<file path="config.mk">
export PLATFORM = sky130hd
export DESIGN_NAME = correction_stream_tx
export DESIGN_NICKNAME = d
export VERILOG_FILES = /design/src/rtl/correction_stream_tx.sv
export SDC_FILE = /design/constraint.sdc
export NUM_CORES = 1
export LEC_CHECK = 0
export BUFFER_PORTS_ARGS = -buffer_cell sky130_fd_sc_hd__buf_4
export CAP_MARGIN = 5
export CORE_MARGIN = 4
export CORE_UTILIZATION = 25
export DETAILED_ROUTE_END_ITERATION = 12
export HOLD_SLACK_MARGIN = 0.08
export SYNTH_ARGS = -nofsm -noshare
export SYNTH_HDL_FRONTEND = slang
export SYNTH_SLANG_ARGS = --single-unit
</file>
<file path="constraint.sdc">
create_clock -name clk -period 78.9 [get_ports clk]
set_clock_uncertainty 0.05 [all_clocks]
set_input_delay 7.89 -clock clk [delete_from_list [all_inputs] [get_ports clk]]
set_output_delay 7.89 -clock clk [all_outputs]
set_load 0.01 [all_outputs]
</file>
<file path="src/rtl/correction_stream_tx.sv">
// correction_stream_tx
// Serialises one decode result into the host byte stream: iteration byte,
// cycle-count high byte, cycle-count low byte, then the correction bitmap
// packed round by round into zero-padded bytes.
// Optional build macro CORRECTION_STREAM_CHECKSUM_EN appends one trailing
// byte holding the XOR of every earlier byte of the message.
module correction_stream_tx #(
  parameter int GRID_WIDTH_X          = 6,
  parameter int GRID_WIDTH_Z          = 3,
  parameter int PHYSICAL_GRID_WIDTH_U = 10,
  parameter int NUM_CONTEXTS          = 1,
  localparam int ROUNDS = PHYSICAL_GRID_WIDTH_U * NUM_CONTEXTS,
  localparam int CPR    = (GRID_WIDTH_X - 1) * GRID_WIDTH_Z * 2 + 1 + GRID_WIDTH_X * GRID_WIDTH_Z,
  localparam int BPR    = (CPR + 7) >> 3,
  localparam int CORR_W = CPR * ROUNDS
) (
  input  logic              clk,
  input  logic              reset,
  input  logic              i_load_valid,
  output logic              o_load_ready,
  input  logic [31:0]       i_iteration_count,
  input  logic [31:0]       i_cycle_count,
  input  logic [CORR_W-1:0] i_corrections,
  output logic [7:0]        o_output_data,
  output logic              o_output_valid,
  input  logic              i_output_ready,
  output logic              o_busy
);

  // Valid bits in the final byte of each round; the rest of that byte is padding.
  localparam int LAST_BITS = CPR - (BPR - 1) * 8;
  // Eight spare zero bits keep the low byte select legal for tiny grids.
  localparam int SH_W  = CORR_W + 8;
  localparam int RND_W = (ROUNDS > 1) ? $clog2(ROUNDS) : 1;
  localparam int SUB_W = (BPR > 1) ? $clog2(BPR) : 1;

  typedef enum logic [1:0] {
    S_IDLE = 2'd0,
    S_HDR  = 2'd1,
    S_BODY = 2'd2
`ifdef CORRECTION_STREAM_CHECKSUM_EN
    ,
    S_CSUM = 2'd3
`endif
  } state_t;

  state_t            r_state, w_state_nxt;
  logic [1:0]        r_hdr_cnt, w_hdr_cnt_nxt;
  logic [RND_W-1:0]  r_round, w_round_nxt;
  logic [SUB_W-1:0]  r_sub, w_sub_nxt;
  logic [7:0]        r_out_data, w_out_data_nxt;
  logic              r_out_valid, w_out_valid_nxt;
  logic [SH_W-1:0]   r_sh, w_sh_nxt;
  logic [15:0]       r_cyc16, w_cyc16_nxt;
`ifdef CORRECTION_STREAM_CHECKSUM_EN
  logic [7:0]        r_csum, w_csum_nxt;
`endif

  logic              w_xfer;
  logic              w_sub_last;
  logic              w_round_last;
  logic [SUB_W-1:0]  w_sub_adv;
  logic              w_adv_last;
  logic [3:0]        w_shamt;
  logic [SH_W-1:0]   w_sh_step;

  function automatic logic [7:0] sat_iter(input logic [31:0] v);
    return (v > 32'd255) ? 8'hFF : v[7:0];
  endfunction

  function automatic logic [15:0] sat_cycle(input logic [31:0] v);
    return (v > 32'd65535) ? 16'hFFFF : v[15:0];
  endfunction

  // Clears the bits beyond the round's last correction bit.
  function automatic logic [7:0] pad_byte(input logic [7:0] b, input logic is_last);
    logic [7:0] m;
    for (int t = 0; t < 8; t++) begin
      m[t] = b[t] & (~is_last | (t < LAST_BITS));
    end
    return m;
  endfunction

  assign w_xfer       = r_out_valid & i_output_ready;
  assign w_sub_last   = (r_sub == SUB_W'(BPR - 1));
  assign w_round_last = (r_round == RND_W'(ROUNDS - 1));
  assign w_sub_adv    = w_sub_last ? '0 : r_sub + 1'b1;
  assign w_adv_last   = (w_sub_adv == SUB_W'(BPR - 1));
  // Within a round the window steps a full byte; at the round end it steps
  // only over the remaining real bits so the next round starts at bit 0.
  assign w_shamt      = w_sub_last ? 4'(LAST_BITS) : 4'd8;
  assign w_sh_step    = r_sh >> w_shamt;

  assign o_output_data  = r_out_data;
  assign o_output_valid = r_out_valid;
  assign o_load_ready   = (r_state == S_IDLE);
  assign o_busy         = (r_state != S_IDLE);

  // Next-state and next-byte selection; the byte for the following slot is
  // prepared on each transfer so the output stays a plain register.
  always_comb begin
    w_state_nxt     = r_state;
    w_hdr_cnt_nxt   = r_hdr_cnt;
    w_round_nxt     = r_round;
    w_sub_nxt       = r_sub;
    w_out_data_nxt  = r_out_data;
    w_out_valid_nxt = r_out_valid;
    w_sh_nxt        = r_sh;
    w_cyc16_nxt     = r_cyc16;
`ifdef CORRECTION_STREAM_CHECKSUM_EN
    w_csum_nxt      = w_xfer ? (r_csum ^ r_out_data) : r_csum;
`endif
    case (r_state)
      S_IDLE: begin
        w_out_valid_nxt = 1'b0;
        if (i_load_valid) begin
          w_state_nxt     = S_HDR;
          w_hdr_cnt_nxt   = 2'd0;
          w_round_nxt     = '0;
          w_sub_nxt       = '0;
          w_sh_nxt        = {8'd0, i_corrections};
          w_cyc16_nxt     = sat_cycle(i_cycle_count);
          w_out_data_nxt  = sat_iter(i_iteration_count);
          w_out_valid_nxt = 1'b1;
`ifdef CORRECTION_STREAM_CHECKSUM_EN
          w_csum_nxt      = 8'd0;
`endif
        end
      end
      S_HDR: begin
        if (w_xfer) begin
          if (r_hdr_cnt == 2'd0) begin
            w_hdr_cnt_nxt  = 2'd1;
            w_out_data_nxt = r_cyc16[15:8];
          end else if (r_hdr_cnt == 2'd1) begin
            w_hdr_cnt_nxt  = 2'd2;
            w_out_data_nxt = r_cyc16[7:0];
          end else begin
            w_state_nxt    = S_BODY;
            w_hdr_cnt_nxt  = 2'd0;
            w_round_nxt    = '0;
            w_sub_nxt      = '0;
            w_out_data_nxt = pad_byte(r_sh[7:0], 1'(BPR == 1));
          end
        end
      end
      S_BODY: begin
        if (w_xfer) begin
          if (w_sub_last && w_round_last) begin
`ifdef CORRECTION_STREAM_CHECKSUM_EN
            w_state_nxt     = S_CSUM;
            w_out_data_nxt  = r_csum ^ r_out_data;
`else
            w_state_nxt     = S_IDLE;
            w_out_valid_nxt = 1'b0;
`endif
          end else begin
            w_sh_nxt       = w_sh_step;
            w_sub_nxt      = w_sub_adv;
            w_round_nxt    = w_sub_last ? r_round + 1'b1 : r_round;
            w_out_data_nxt = pad_byte(w_sh_step[7:0], w_adv_last);
          end
        end
      end
`ifdef CORRECTION_STREAM_CHECKSUM_EN
      S_CSUM: begin
        if (w_xfer) begin
          w_state_nxt     = S_IDLE;
          w_out_valid_nxt = 1'b0;
        end
      end
`endif
      default: begin
        w_state_nxt     = S_IDLE;
        w_out_valid_nxt = 1'b0;
      end
    endcase
  end

  // Control state: FSM, counters and the output register, cleared by reset.
  always_ff @(posedge clk) begin
    if (reset) begin
      r_state     <= S_IDLE;
      r_hdr_cnt   <= 2'd0;
      r_round     <= '0;
      r_sub       <= '0;
      r_out_data  <= 8'd0;
      r_out_valid <= 1'b0;
    end else begin
      r_state     <= w_state_nxt;
      r_hdr_cnt   <= w_hdr_cnt_nxt;
      r_round     <= w_round_nxt;
      r_sub       <= w_sub_nxt;
      r_out_data  <= w_out_data_nxt;
      r_out_valid <= w_out_valid_nxt;
    end
  end

  // Captured message data; only read while a message is in flight.
  always_ff @(posedge clk) begin
    r_sh    <= w_sh_nxt;
    r_cyc16 <= w_cyc16_nxt;
`ifdef CORRECTION_STREAM_CHECKSUM_EN
    r_csum  <= w_csum_nxt;
`endif
  end

endmodule

</file>
==> results by group, run 1 <==
Floorplan
  – Initial Util: 0.252
  – Die X: 334 µm
  – Die area: 112000 µm²
  – # rows: 119
  – CORE AREA: 106000 µm²
  – Top Ports: 569
  – Die Y: 334 µm

Synth
  – Post-Synthesis Cells: 2919
  – Post-synthesis register bit count: 534
  – Syn avg cell area: 9.13 µm²
  – Distinct cell type count after synthesis: 46
  – Post-synth top area cell: edfxtp_1
  – Syn_nets: 3483
  – Mapped cell area: 26600 µm²
  – Yosys top cell area share: 0.579
  – Top cells by count, synth: 981 x nand2_1, 514 x edfxtp_1, 497 x nor2_1
  – Main synth FF type: edfxtp_1
  – Async S/R FF share, synth: 0
  – Count leader, synth: nand2_1
  – Leading post-synthesis cells by cell area: edfxtp_1 58%, nand2_1 14%, a31oi_1 12%
  – Synth warn: 0
  – Post-synth EDFFs: 514
  – Post-synthesis sequential area ratio: 0.594

Hold path
  – Hold path start: o_output_data[2]$_SDFFE_PP0P_
  – Worst Hold Path EP: o_output_data[2]$_SDFFE_PP0P_
  – Worst hold path type: flip-flop to flip-flop
  – WHS Path Cells: 1

Timing
  – Min Tclk post-route: 11080 ps
  – Final setup violation count: 0
  – RSZ-0062 raised after global routing: no
  – Slew at the pin closest to its max-slew limit: 1170 ps
  – Slew Viols, Final: 0
  – Maximum clock frequency: 0.0903 GHz
  – Hold Worst Slack: 414 ps
  – Max-slew headroom: 0.220
  – Period utilisation layout: 0.140
  – Final hold violations: 0
  – Setup Total Neg Slack: 0 ps
  – Setup ws final: 67820 ps

Worst setup path
  – Reg2reg start: r_state[0]$_SDFFE_PP0P_
  – Crit path max fanout: 175
  – Critical Path AT: 11250 ps
  – Startpoint Class: input port
  – R2r endpoint: r_sh[213]$_DFFE_PP_
  – Slowest Stage Delay on Critical Path: 850 ps
  – Internal reg-to-reg setup slack: 73440 ps
  – Top delay family on crit path: buffers and inverters
  – CP max-delay cell: buf_4
  – Setup crit end kind: flip-flop
  – Cells on worst reg2reg path: 7
  – Critical path, cell by cell: buf_4, nand2_1, a21oi_1, nor2_1, a211oi_4, buf_12, buf_4, buf_4
  – Worst path most repeated cell: buf_4
  – Worst EP required: 79070 ps
  – Worst Path Class, Setup: input port to flip-flop
  – Buf/Inv on CP: 4

Routing
  – Avg WL per Cell: 18.8 µm
  – Via Count: 23385
  – DRT antenna net count: 0
  – # DRC: 0
  – Drt pass-1 iters: 5
  – WL final: 90100 µm
  – Via density: 4.88
  – DRT iter0 DRCs: 2441

Power and ir drop
  – Pint: 0.632 mW
  – Power share of the clock group: 0.337
  – Sw frac: 0.291
  – Comb power frac: 0.157
  – Sequential Power Share: 0.506
  – Max IR drop VDD: 0.0000256 V
  – Power density over the cells: 26.2 nW/µm²
  – NetSw: 0.260 mW
  – Static Leak: 13.3 nW

CTS
  – CTS H-Tree Depth: 3
  – Clock slew at reported path FFs: 50 ps
  – # resized after CTS: 0
  – Clock Tree Root: clkbuf_16
  – Hold bufs inserted after CTS: 0
  – Cts bufs inserted: 66
  – Sink Count: 534
  – Max clock buf depth: 3
  – Postcts setup bufs: 0
  – CTS tree: yes
  – Clk_lat worst skew: 610 ps

Place
  – GP Congestion: 0.871
  – Port bufs: 568
  – Post-DP Area: 32000 µm²
  – Detailed Place HPWL: 62400 µm
  – Pre-CTS setup slack: 67230 ps

Global route
  – Largest net degree at the start of global routing: 185
  – Initial antenna violation count: 26
  – First-pass GRT wire length: 133000 µm
  – GRT Residual Overflow: 0
  – Gr usage total: 0.151
  – Number of global-route vias before repair: 22578

Cells and area
  – Layout cells sized above 1: 0.208
  – Post-route design area: 34100 µm²
  – Area Overhead vs Synth: 28.0%
  – Nets: 3905

Status
  – Status: finished clean

Run
  – Maxcap violations: 0
==> power groups by stage <==
| stage | sequential [mW] | combinational, mW | clock (mW) |
|---|---|---|---|
| after floorplan | 0.567 | 0.0777 | 0 |
| after global placement | 0.454 | 0.142 | 0 |
| after detailed placement | 0.455 | 0.142 | 0 |
| after CTS | 0.450 | 0.143 | 0.310 |
| after global routing | 0.459 | 0.156 | 0.320 |
| final | 0.451 | 0.140 | 0.301 |
==> worst max path at each step <==
stage                   startpoint  cells past startpoint                  end  slack (ps)
detailed placement  i_output_ready                      8  r_sh[222]$_DFFE_PP_       67230
finish              i_output_ready                      8  r_sh[213]$_DFFE_PP_       67820
floorplan           i_output_ready                      4    r_sh[0]$_DFFE_PP_       32460
global placement    i_output_ready                      8  r_sh[222]$_DFFE_PP_       67260
global route        i_output_ready                      8  r_sh[206]$_DFFE_PP_       67650
CTS                 i_output_ready                      8  r_sh[195]$_DFFE_PP_       67910
==> per-layer routing <==
layer | vias up | global-route usage | routed length (µm)
li1 | 11182 | - | -
met1 | 11179 | 0.207 | 38700
met2 | 860 | 0.232 | 40200
met3 | 146 | 0.0453 | 8780
met4 | 18 | 0.0458 | 2240
met5 | - | 0 | 126
==> cell usage in the layout (no fill, tap or decap), drive strengths merged, types with 12 or more instances in the layout <==
cell type | netlist | routed
dfxtp | 20 | 20
a32o | 12 | 12
nor4 | 16 | 16
or2 | 16 | 16
a21oi | 12 | 12
inv | 6 | 12
a31oi | 490 | 490
buf | 34 | 590
o21ai | 13 | 13
clkinv | 1 | 26
nand3 | 12 | 12
nor2 | 497 | 497
nand2 | 981 | 981
clkbuf | 202 | 77
edfxtp | 514 | 514
==> cells by family (layout without fill, tap and decap cells) <==
kind of cell	count (synthesis)	after routing	share of synthesized area
mux	1	1	0.000376
compound gates	563	563	0.136
flops	534	534	0.594
other cells	1	9	0.000141
fa+ha+maj	6	6	0.00282
simple gates	1571	1571	0.230
buf+inv	243	713	0.0356
==> stage by stage <==
stage                util  power, mW  cells
floorplan               -      0.645   2919
global route        0.323      0.936   4782
detailed placement  0.303      0.597   4664
finish              0.323      0.892   4788
global placement    0.303      0.595   4664
CTS                 0.323      0.903   4780
==> worst reg2reg max path, cell delays in order, from the launching register on <==
cell and delay [ps]:
dfxtp_1 350, inv_1 140, ha_4 690, clkinv_1 710
a211oi_4 440, buf_12 700, buf_4 980, buf_4 940
==> final cells by class <==
type	count	area (µm²)
Sequential cell	534	15800
Tap cell	1391	1740
Clock inverter	39	368
Fill cell	11014	71500
Inverter	7	26.3
Timing Repair Buffer	590	4490
Antenna cell	8	20.0
Multi-Input combinational cell	2142	9880
Clock buffer	77	1740
==> registers in the layout, indices dropped and copies added (netlist names) <==
signal,count
r_state,2
o_output_data,8
r_sh,498
r_round,4
r_sub,3
r_hdr_cnt,2
r_cyc16,16
o_output_valid,1
Note: power is estimated with default switching activity, not from simulation.
==> run 2: changes to the inputs <==
Clock period 78.9 ns to 11.2 ns, I/O delays scaled along.
==> results by group, run 2 (synthesis gave the netlist of run 1 again) <==
Timing
  – Slew Viols, Final: 0 (unchanged)
  – Slew at the pin closest to its max-slew limit: 1200 ps (+30.3 ps)
  – Period utilisation layout: 0.444
  – RSZ-0062 raised after global routing: no
  – Final setup violation count: 0 (unchanged)
  – Final hold violations: 0 (unchanged)
  – Maximum clock frequency: 0.201 GHz
  – Max-slew headroom: 0.199 (-0.0202)
  – Setup ws final: 6230 ps (-61590 ps)
  – Min Tclk post-route: 4970 ps

Power and ir drop
  – Power density over the cells: 179 nW/µm² (+580%)
  – Total Power: 6.06 mW (+580%)
  – Max IR drop VDD: 0.000158 V (+520%)
  – Static Leak: 13.2 nW (-0.94%)

Global route
  – Initial antenna violation count: 25 (-3.8%)
  – GRT Residual Overflow: 0 (unchanged)
  – Largest net degree at the start of global routing: 246 (+33%)
  – Gr usage total: 0.152 (+0.000235)
  – First-pass GRT wire length: 133000 µm (+0.20%)
  – Number of global-route vias before repair: 22467 (-0.49%)

Worst setup path
  – Slowest Stage Delay on Critical Path: 750 ps (-100 ps)
  – Startpoint Class: flip-flop
  – Worst Path Class, Setup: flip-flop to flip-flop
  – Buf/Inv on CP: 5 (+1)
  – Top delay family on crit path: buffers and inverters
  – Number of cells on the critical path: 7 (-1)
  – CP max-delay cell: buf_4
  – Cells on worst reg2reg path: 7 (unchanged)
  – Crit path max fanout: 149 (-15%)
  – Critical Path AT: 5160 ps (-6090 ps)
  – Critical path, cell by cell: inv_1, ha_4, clkinv_1, a211oi_4, buf_4, buf_4, buf_12
  – Worst EP required: 11390 ps (-67680 ps)
  – Worst path most repeated cell: buf_4
  – Reg2reg start: r_state[0]$_SDFFE_PP0P_
  – Setup crit end kind: flip-flop
  – Setup crit start: r_state[0]$_SDFFE_PP0P_

Cells and area
  – Most frequent cells in the layout: 980 x nand2_1, 583 x buf_4, 514 x edfxtp_1, 496 x nor2_1, 490 x a31oi_1
  – Most common cell after layout, fill and taps aside: nand2_1
  – Largest register FFs: 498 (unchanged)
  – Layout cells sized above 1: 0.205 (-0.00335)
  – Nets: 3898 (-0.18%)
  – Reg with most FFs: r_sh
  – Area Overhead vs Synth: 27.1%
  – Fillers: 11103 (+0.81%)

Routing
  – Drt pass-1 iters: 6 (+1)
  – DRT iter0 DRCs: 2421 (-0.82%)
  – # DRC: 0 (unchanged)
  – DRT antenna net count: 0 (unchanged)
  – WL final: 90000 µm (-0.16%)
  – Via density: 4.88 (-0.14%)
  – Via Count: 23303 (-0.35%)
  – Avg WL per Cell: 18.8 µm (about the same)

Hold path
  – Hold path start: o_output_data[6]$_SDFFE_PP0P_
  – Worst hold path type: flip-flop to flip-flop
  – WHS Path Cells: 1 (unchanged)

CTS
  – CTS H-Tree Depth: 2 (-1)
  – Postcts setup bufs: 0 (unchanged)
  – CTS tree: yes
  – Clock Tree Root: clkbuf_16
  – # resized after CTS: 0 (unchanged)
  – Cts bufs inserted: 60 (-9.1%)
  – Clk_lat worst skew: 650 ps (+40 ps)
  – Sink Count: 534 (unchanged)
  – Max clock buf depth: 3 (unchanged)
  – Hold bufs inserted after CTS: 0 (unchanged)
  – Clock slew at reported path FFs: 60 ps (about the same)

Run
  – Maxcap violations: 0 (unchanged)

Floorplan
  – Top Ports: 569 (unchanged)
  – Die area: 112000 µm² (unchanged)
  – Initial Util: 0.252 (unchanged)
  – Die X: 334 µm (unchanged)
  – # rows: 119 (unchanged)
  – Die Y: 334 µm (unchanged)
  – CORE AREA: 106000 µm² (unchanged)

Place
  – GP Congestion: 0.862 (-1.0%)
  – Port bufs: 568 (unchanged)
  – Detailed Place HPWL: 62900 µm (+0.78%)
  – Pre-CTS setup slack: 6250 ps (-60980 ps)

Status
  – Status: finished clean
-- run 2: final cells by class --
class	count	area, µm²	share of cell area
timing repair buffer	589	4500	0.133
clock inverter	38	290	0.00857
tap	1391	1740	0.0514
multi-input combinational	2142	9910	0.293
antenna	6	15.0	0.000444
inverter	7	26.3	0.000776
clock buffer	71	1540	0.0456
sequential	534	15800	0.468
-- run 2: final timing paths --
check,endpoint,slack [ps]
max,r_sh[208]$_DFFE_PP_,6230
min,o_output_data[6]$_SDFFE_PP0P_,430
max reg2reg,r_sh[208]$_DFFE_PP_,6230
min reg2reg,o_output_data[6]$_SDFFE_PP0P_,430
-- run 2: where the power goes --
group / internal, mW / switching (mW)
logic: 0.328 / 0.653
registers: 2.89 / 0.293
clock network: 1.07 / 0.828
total: 4.29 / 1.77
-- run 2: layer usage --
layer,vias up,track usage,wire length [µm]
li1,11164,-,-
met1,11219,0.209,39300
met2,793,0.237,40700
met3,109,0.0444,8390
met4,18,0.0334,1500
met5,-,0,118
-- run 2: stage by stage --
stage / instances / utilization / setup TNS (ps) / hold WS (ps) / cell area, µm²
after floorplan: 2919 / - / -1594710 / 416 / 26700
after global placement: 4663 / 0.303 / 0 / 405 / 32000
after detailed placement: 4663 / 0.303 / 0 / 410 / 32000
after CTS: 4772 / 0.321 / 0 / 428 / 33800
after global routing: 4772 / 0.321 / 0 / 454 / 33800
final: 4778 / 0.321 / 0 / 427 / 33900
